## config.mk

```make
export PLATFORM = sky130hd
export DESIGN_NAME = rpn_eval
export DESIGN_NICKNAME = d
export VERILOG_FILES = /design/src/rtl/rpn_eval.sv
export SDC_FILE = /design/constraint.sdc
export NUM_CORES = 1
export LEC_CHECK = 0
export CAP_MARGIN = 20
export CORE_ASPECT_RATIO = 1.4
export CORE_MARGIN = 2
export CORE_UTILIZATION = 55
export DETAILED_ROUTE_END_ITERATION = 12
export PLACE_DENSITY = 0.79
export SYNTH_ARGS = -nofsm -noshare
export SYNTH_HDL_FRONTEND = slang
export SYNTH_SLANG_ARGS = --single-unit
export TNS_END_PERCENT = 1
```

## constraint.sdc

```tcl
create_clock -name clk -period 5.6 [get_ports clk]
set_input_delay 0.56 -clock clk [delete_from_list [all_inputs] [get_ports clk]]
set_output_delay 0.56 -clock clk [all_outputs]
set_load 0.01 [all_outputs]
```

## src/rtl/rpn_eval.sv

```systemverilog
// Postfix (RPN) expression evaluator: client stage of the LIFO stack.
// Pushes operands, pops two entries per binary operator and pushes the result back.
module rpn_eval #(
  parameter int DATA_WIDTH       = 8,
  parameter int STACK_ADDR_WIDTH = 4
) (
  input  logic                  clk,
  input  logic                  arst_n,
  input  logic                  tok_valid,
  output logic                  tok_ready,
  input  logic                  tok_is_op,
  input  logic                  tok_last,
  input  logic [DATA_WIDTH-1:0] tok_data,
  output logic                  stk_push,
  output logic                  stk_pop,
  output logic [DATA_WIDTH-1:0] stk_wr_data,
  input  logic [DATA_WIDTH-1:0] stk_rd_data,
  input  logic                  stk_full,
  input  logic                  stk_empty,
  output logic                  done,
  output logic [DATA_WIDTH-1:0] result,
  output logic [1:0]            err_code
);

  // Opcodes live in tok_data[1:0], and the stack needs at least two entries.
  if (DATA_WIDTH < 2 || STACK_ADDR_WIDTH < 1) begin : g_param_check
    $error("rpn_eval: DATA_WIDTH must be >= 2 and STACK_ADDR_WIDTH must be >= 1");
  end

  typedef enum logic [2:0] {
    IDLE, POP_B, POP_A, EXEC, FINAL, CHECK, ERR
  } state_t;

  localparam logic [1:0] ERR_OK        = 2'b00;
  localparam logic [1:0] ERR_UNDERFLOW = 2'b01;
  localparam logic [1:0] ERR_OVERFLOW  = 2'b10;
  localparam logic [1:0] ERR_LEFTOVER  = 2'b11;

  state_t                state, next_state;
  logic [DATA_WIDTH-1:0] a_q, b_q, res_q, alu_res;
  logic [1:0]            op_q, err_q;
  logic                  last_q;
  logic                  tok_fire;

  assign tok_ready = (state == IDLE);
  assign tok_fire  = tok_valid && tok_ready;

  always_comb begin
    alu_res = a_q + b_q;
    case (op_q)
      2'b00:   alu_res = a_q + b_q;
      2'b01:   alu_res = a_q - b_q;
      2'b10:   alu_res = a_q * b_q;
      default: alu_res = a_q & b_q;
    endcase
  end

  always_ff @(posedge clk or negedge arst_n) begin
    if (!arst_n) state <= IDLE;
    else         state <= next_state;
  end

  always_comb begin
    next_state = state;
    case (state)
      IDLE: begin
        if (tok_fire) begin
          if (tok_is_op)     next_state = POP_B;
          else if (stk_full) next_state = ERR;
          else if (tok_last) next_state = FINAL;
          else               next_state = IDLE;
        end
      end
      POP_B:   next_state = stk_empty ? ERR  : POP_A;
      POP_A:   next_state = stk_empty ? ERR  : EXEC;
      EXEC:    next_state = last_q    ? FINAL : IDLE;
      FINAL:   next_state = stk_empty ? ERR  : CHECK;
      CHECK:   next_state = stk_empty ? IDLE : ERR;
      ERR:     next_state = stk_empty ? IDLE : ERR;
      default: next_state = IDLE;
    endcase
  end

  // Every pop state only pops a non-empty stack; ERR keeps popping until drained.
  always_comb begin
    stk_push    = 1'b0;
    stk_pop     = 1'b0;
    stk_wr_data = '0;
    case (state)
      IDLE: begin
        if (tok_fire && !tok_is_op && !stk_full) begin
          stk_push    = 1'b1;
          stk_wr_data = tok_data;
        end
      end
      POP_B, POP_A, FINAL, ERR: stk_pop = !stk_empty;
      EXEC: begin
        stk_push    = 1'b1;
        stk_wr_data = alu_res;
      end
      default: ;
    endcase
  end

  // The final value is staged in res_q so result only changes together with done.
  always_ff @(posedge clk or negedge arst_n) begin
    if (!arst_n) begin
      a_q      <= '0;
      b_q      <= '0;
      res_q    <= '0;
      op_q     <= 2'b00;
      last_q   <= 1'b0;
      err_q    <= ERR_OK;
      done     <= 1'b0;
      result   <= '0;
      err_code <= ERR_OK;
    end else begin
      done <= 1'b0;
      case (state)
        IDLE: begin
          if (tok_fire) begin
            if (tok_is_op) begin
              op_q   <= tok_data[1:0];
              last_q <= tok_last;
            end else if (stk_full) begin
              err_q <= ERR_OVERFLOW;
            end
          end
        end
        POP_B: begin
          if (stk_empty) err_q <= ERR_UNDERFLOW;
          else           b_q   <= stk_rd_data;
        end
        POP_A: begin
          if (stk_empty) err_q <= ERR_UNDERFLOW;
          else           a_q   <= stk_rd_data;
        end
        FINAL: begin
          if (stk_empty) err_q <= ERR_UNDERFLOW;
          else           res_q <= stk_rd_data;
        end
        CHECK: begin
          if (stk_empty) begin
            done     <= 1'b1;
            result   <= res_q;
            err_code <= ERR_OK;
          end else begin
            err_q <= ERR_LEFTOVER;
          end
        end
        ERR: begin
          if (stk_empty) begin
            done     <= 1'b1;
            result   <= '0;
            err_code <= err_q;
          end
        end
        default: ;
      endcase
    end
  end

endmodule
```

==> flow_metrics.py <==
metrics = {
    "outcome": {
        "outcome": "finished, final reports clean",
    },
    "hold_path": {
        "hold_class": "primary input to asynchronous set/reset pin",
    },
    "critical_path": {
        "endpoint_kind": "output port",
        "slowest_stage": "clkdlybuf4s50_1",
        "start_kind": "flop",
        "r2r_setup_slack_ps": 3500,
        "cp_data_arrival_time_ps": 4740,
        "crit_top_cell": "fa_1",
        "required_ps": 5040,
        "crit_type": "flop to output port",
        "path_max_fanout": 9,
        "crit_chain": "nand2_1 > fa_1 > fa_1 > inv_1 > fa_1 > inv_1 > fa_1 > inv_1 > ha_1 > a21oi_1 > xnor2_1 > xnor2_1 > a21oi_1 > a21oi_1 > clkdlybuf4s50_1",
        "critPathMaxStageDelay_ps": 550,
    },
    "detailed_routing": {
        "drt_iter0_drc": 91,
        "wl_per_cell_um": 16.56,
        "postRouteAntennaNets": 0,
        "drc_errors": 0,
        "first_pass_iters": 4,
        "wirelength_um": 8330,
        "vias": 2882,
        "via_per_inst": 5.730,
    },
    "placement": {
        "gp_congestion": 0.8723,
        "dpl.hpwl_um": 6503,
        "portBuffers": 44,
    },
    "timing": {
        "maxSlewHeadroom_pct": 35.96,
        "fin_crit_ps": 5305,
        "clock_skew_ps": 11.64,
        "grt_setup_unrepaired": "no",
        "setup-tns-final_ps": 0,
        "setup_viol": 0,
        "period_share_pct": 94.73,
        "finalMaxSlewViolations": 0,
        "max_freq_mhz": 188.5,
        "hold_violations": 0,
        "worst_pin_slew_ps": 960.7,
    },
    "cts": {
        "clk_pin_slew_ps": 80,
        "root_buffer": "clkbuf_8",
        "cts_buffers": 5,
        "cts_tree": "yes",
        "clock-sinks": 43,
        "hold_buffers": 0,
        "post_cts_resized": 0,
        "insertion_delay_ps": 300,
        "cts_setup_buffers": 0,
        "clk_path_buf_depth": 2,
        "cts_htree_levels": 2,
    },
    "final_layout": {
        "drive_gt1_share_pct": 9.281,
        "multi_input_area_um2": 2176,
        "ff_latch_area_um2": 1076,
        "nets": 491,
        "area_delta_synth_final_pct": 17.16,
        "antenna_cells": 0,
        "layout_common_cells": "51 x nand2_1, 43 x dfrtp_1, 43 x clkdlybuf4s50_1",
        "mostFrequentLayoutCell": "nand2_1",
        "fillers": 511,
    },
    "floorplanning": {
        "fp-row-count": 34,
        "dieArea_um2": 6983,
        "die_h_um": 98.08,
        "core_um2": 6168,
        "die_width_um": 71.20,
        "start_util_pct": 56.37,
        "ios": 45,
    },
    "global_route": {
        "overflow": 0,
        "grt_use_total_pct": 24.40,
        "grt_pass1_vias": 2941,
        "antenna_found_initial": 0,
        "grt_max_degree": 44,
        "grt_pass1_wl_um": 13590,
    },
    "yosys": {
        "syn_inst": 394,
        "yosysWarningCount": 0,
        "avgSynthCellArea_um2": 8.825,
        "syn_area_um2": 3477,
        "synth_seq_cells": 43,
        "synth_cell_types": 39,
        "ys_seq_area_share_pct": 30.95,
        "synth_nets": 455,
    },
    "job": {
        "cap_violations": 0,
    },
}
kinds of logic after synthesis:
kind of cell	Yosys count	synth area share, %
AOI/OAI and AO/OA	82	13.89
xor gates and xnor gates	29	7.305
adders and majority gates	39	16.77
buffers and inverters	54	6.477
DFF	43	30.95
muxes	23	7.377
and+or+nand+nor	124	17.24
stage by stage:
| step | util (%) | cells | worst slack [ps] | area, µm² | hold WS, ps |
|---|---|---|---|---|---|
| 2_1_floorplan | - | 394 | 1384 | 3477 | 264.4 |
| 3_3_place_gp | 63.69 | 494 | 720.6 | 3929 | 471.2 |
| 3_5_place_dp | 63.69 | 494 | 614.1 | 3929 | 492.5 |
| 4_1_cts | 65.60 | 502 | 271.1 | 4046 | 434.3 |
| 5_1_grt | 66.04 | 503 | 70.75 | 4074 | 494.2 |
| 6_report | 66.04 | 503 | 295.2 | 4074 | 400.9 |
path summary, 6_finish.rpt:
kind,start,end,cells after the start
max reg2reg,state[1]$_DFFE_PN0N_,a_q[5]$_DFFE_PN0P_,3
min,arst_n,op_q[1]$_DFFE_PN0P_,1
max in group asynchronous,arst_n,result[6]$_DFFE_PN0P_,1
min reg2reg,res_q[6]$_DFFE_PN0P_,res_q[6]$_DFFE_PN0P_,1
min in group clk,res_q[6]$_DFFE_PN0P_,res_q[6]$_DFFE_PN0P_,1
max,b_q[4]$_DFFE_PN0P_,stk_wr_data[7],15
cells in the mapped netlist:
cell type	n	area share, %
o22ai_1	1	0.18
nor3_4	1	0.47
nor2_1	25	2.7
nor2b_1	10	1.8
nand2_2	2	0.36
or3_4	1	0.32
nand3_1	6	0.86
fa_1	13	7.5
xnor2_1	23	5.8
maj3_1	1	0.29
o31ai_1	2	0.43
clkinv_2	1	0.14
o211ai_1	2	0.43
mux2i_1	2	0.58
nand3b_1	1	0.22
nand2b_1	8	1.4
xor2_1	6	1.5
o41ai_1	1	0.25
dfrtp_1	43	31
o21ai_0	38	5.5
a21o_1	3	0.65
and2_1	11	2.0
nor3_1	4	0.58
and3b_1	1	0.25
buf_2	5	0.72
a31oi_1	12	2.2
nand2_1	51	5.5
buf_6	2	0.65
mux2_2	21	6.8
nand4_1	1	0.18
a21boi_0	1	0.22
a21oi_1	13	1.9
nor3_2	2	0.58
a22oi_1	1	0.22
clkbuf_1	11	1.2
a22o_1	7	1.8
ha_1	25	9.0
a32oi_1	1	0.25
inv_1	35	3.8
metal layers:
| layer | wire length, µm | global-route usage, % | vias up |
|---|---|---|---|
| li1 | - | - | 1394 |
| met1 | 3243 | 27.03 | 1392 |
| met3 | 271 | 2.890 | 24 |
| met2 | 4508 | 45.30 | 72 |
| met5 | 0 | 0 | - |
| met4 | 307 | 11.18 | 0 |
area by class of cell:
cell class,instances,share of cell area (%)
clock inverter,2,0.8600
tap,72,2.211
timing repair buffer,47,11.73
clock buffer,6,2.027
sequential,43,26.41
multi-input combinational,297,53.41
inverter,36,3.348
state kept, by name (all words and copies together) (netlist names), 2 cells and up:
| signal | count |
|---|---|
| a_q | 8 |
| b_q | 8 |
| res_q | 8 |
| result | 8 |
| state | 3 |
| err_code | 2 |
| err_q | 2 |
| op_q | 2 |
critical path: cells and delay by family, from the launching register on:
family	cells	cell delay, ps
and+or+nand+nor	1	140
adders and majority gates	5	2350
buffers and inverters	4	710
xor gates and xnor gates	2	330
AOI/OAI and AO/OA	3	390
DFF	1	520
Power is not shown: default switching activity piles up to over one toggle a cycle in this logic, so the estimate is an artifact.
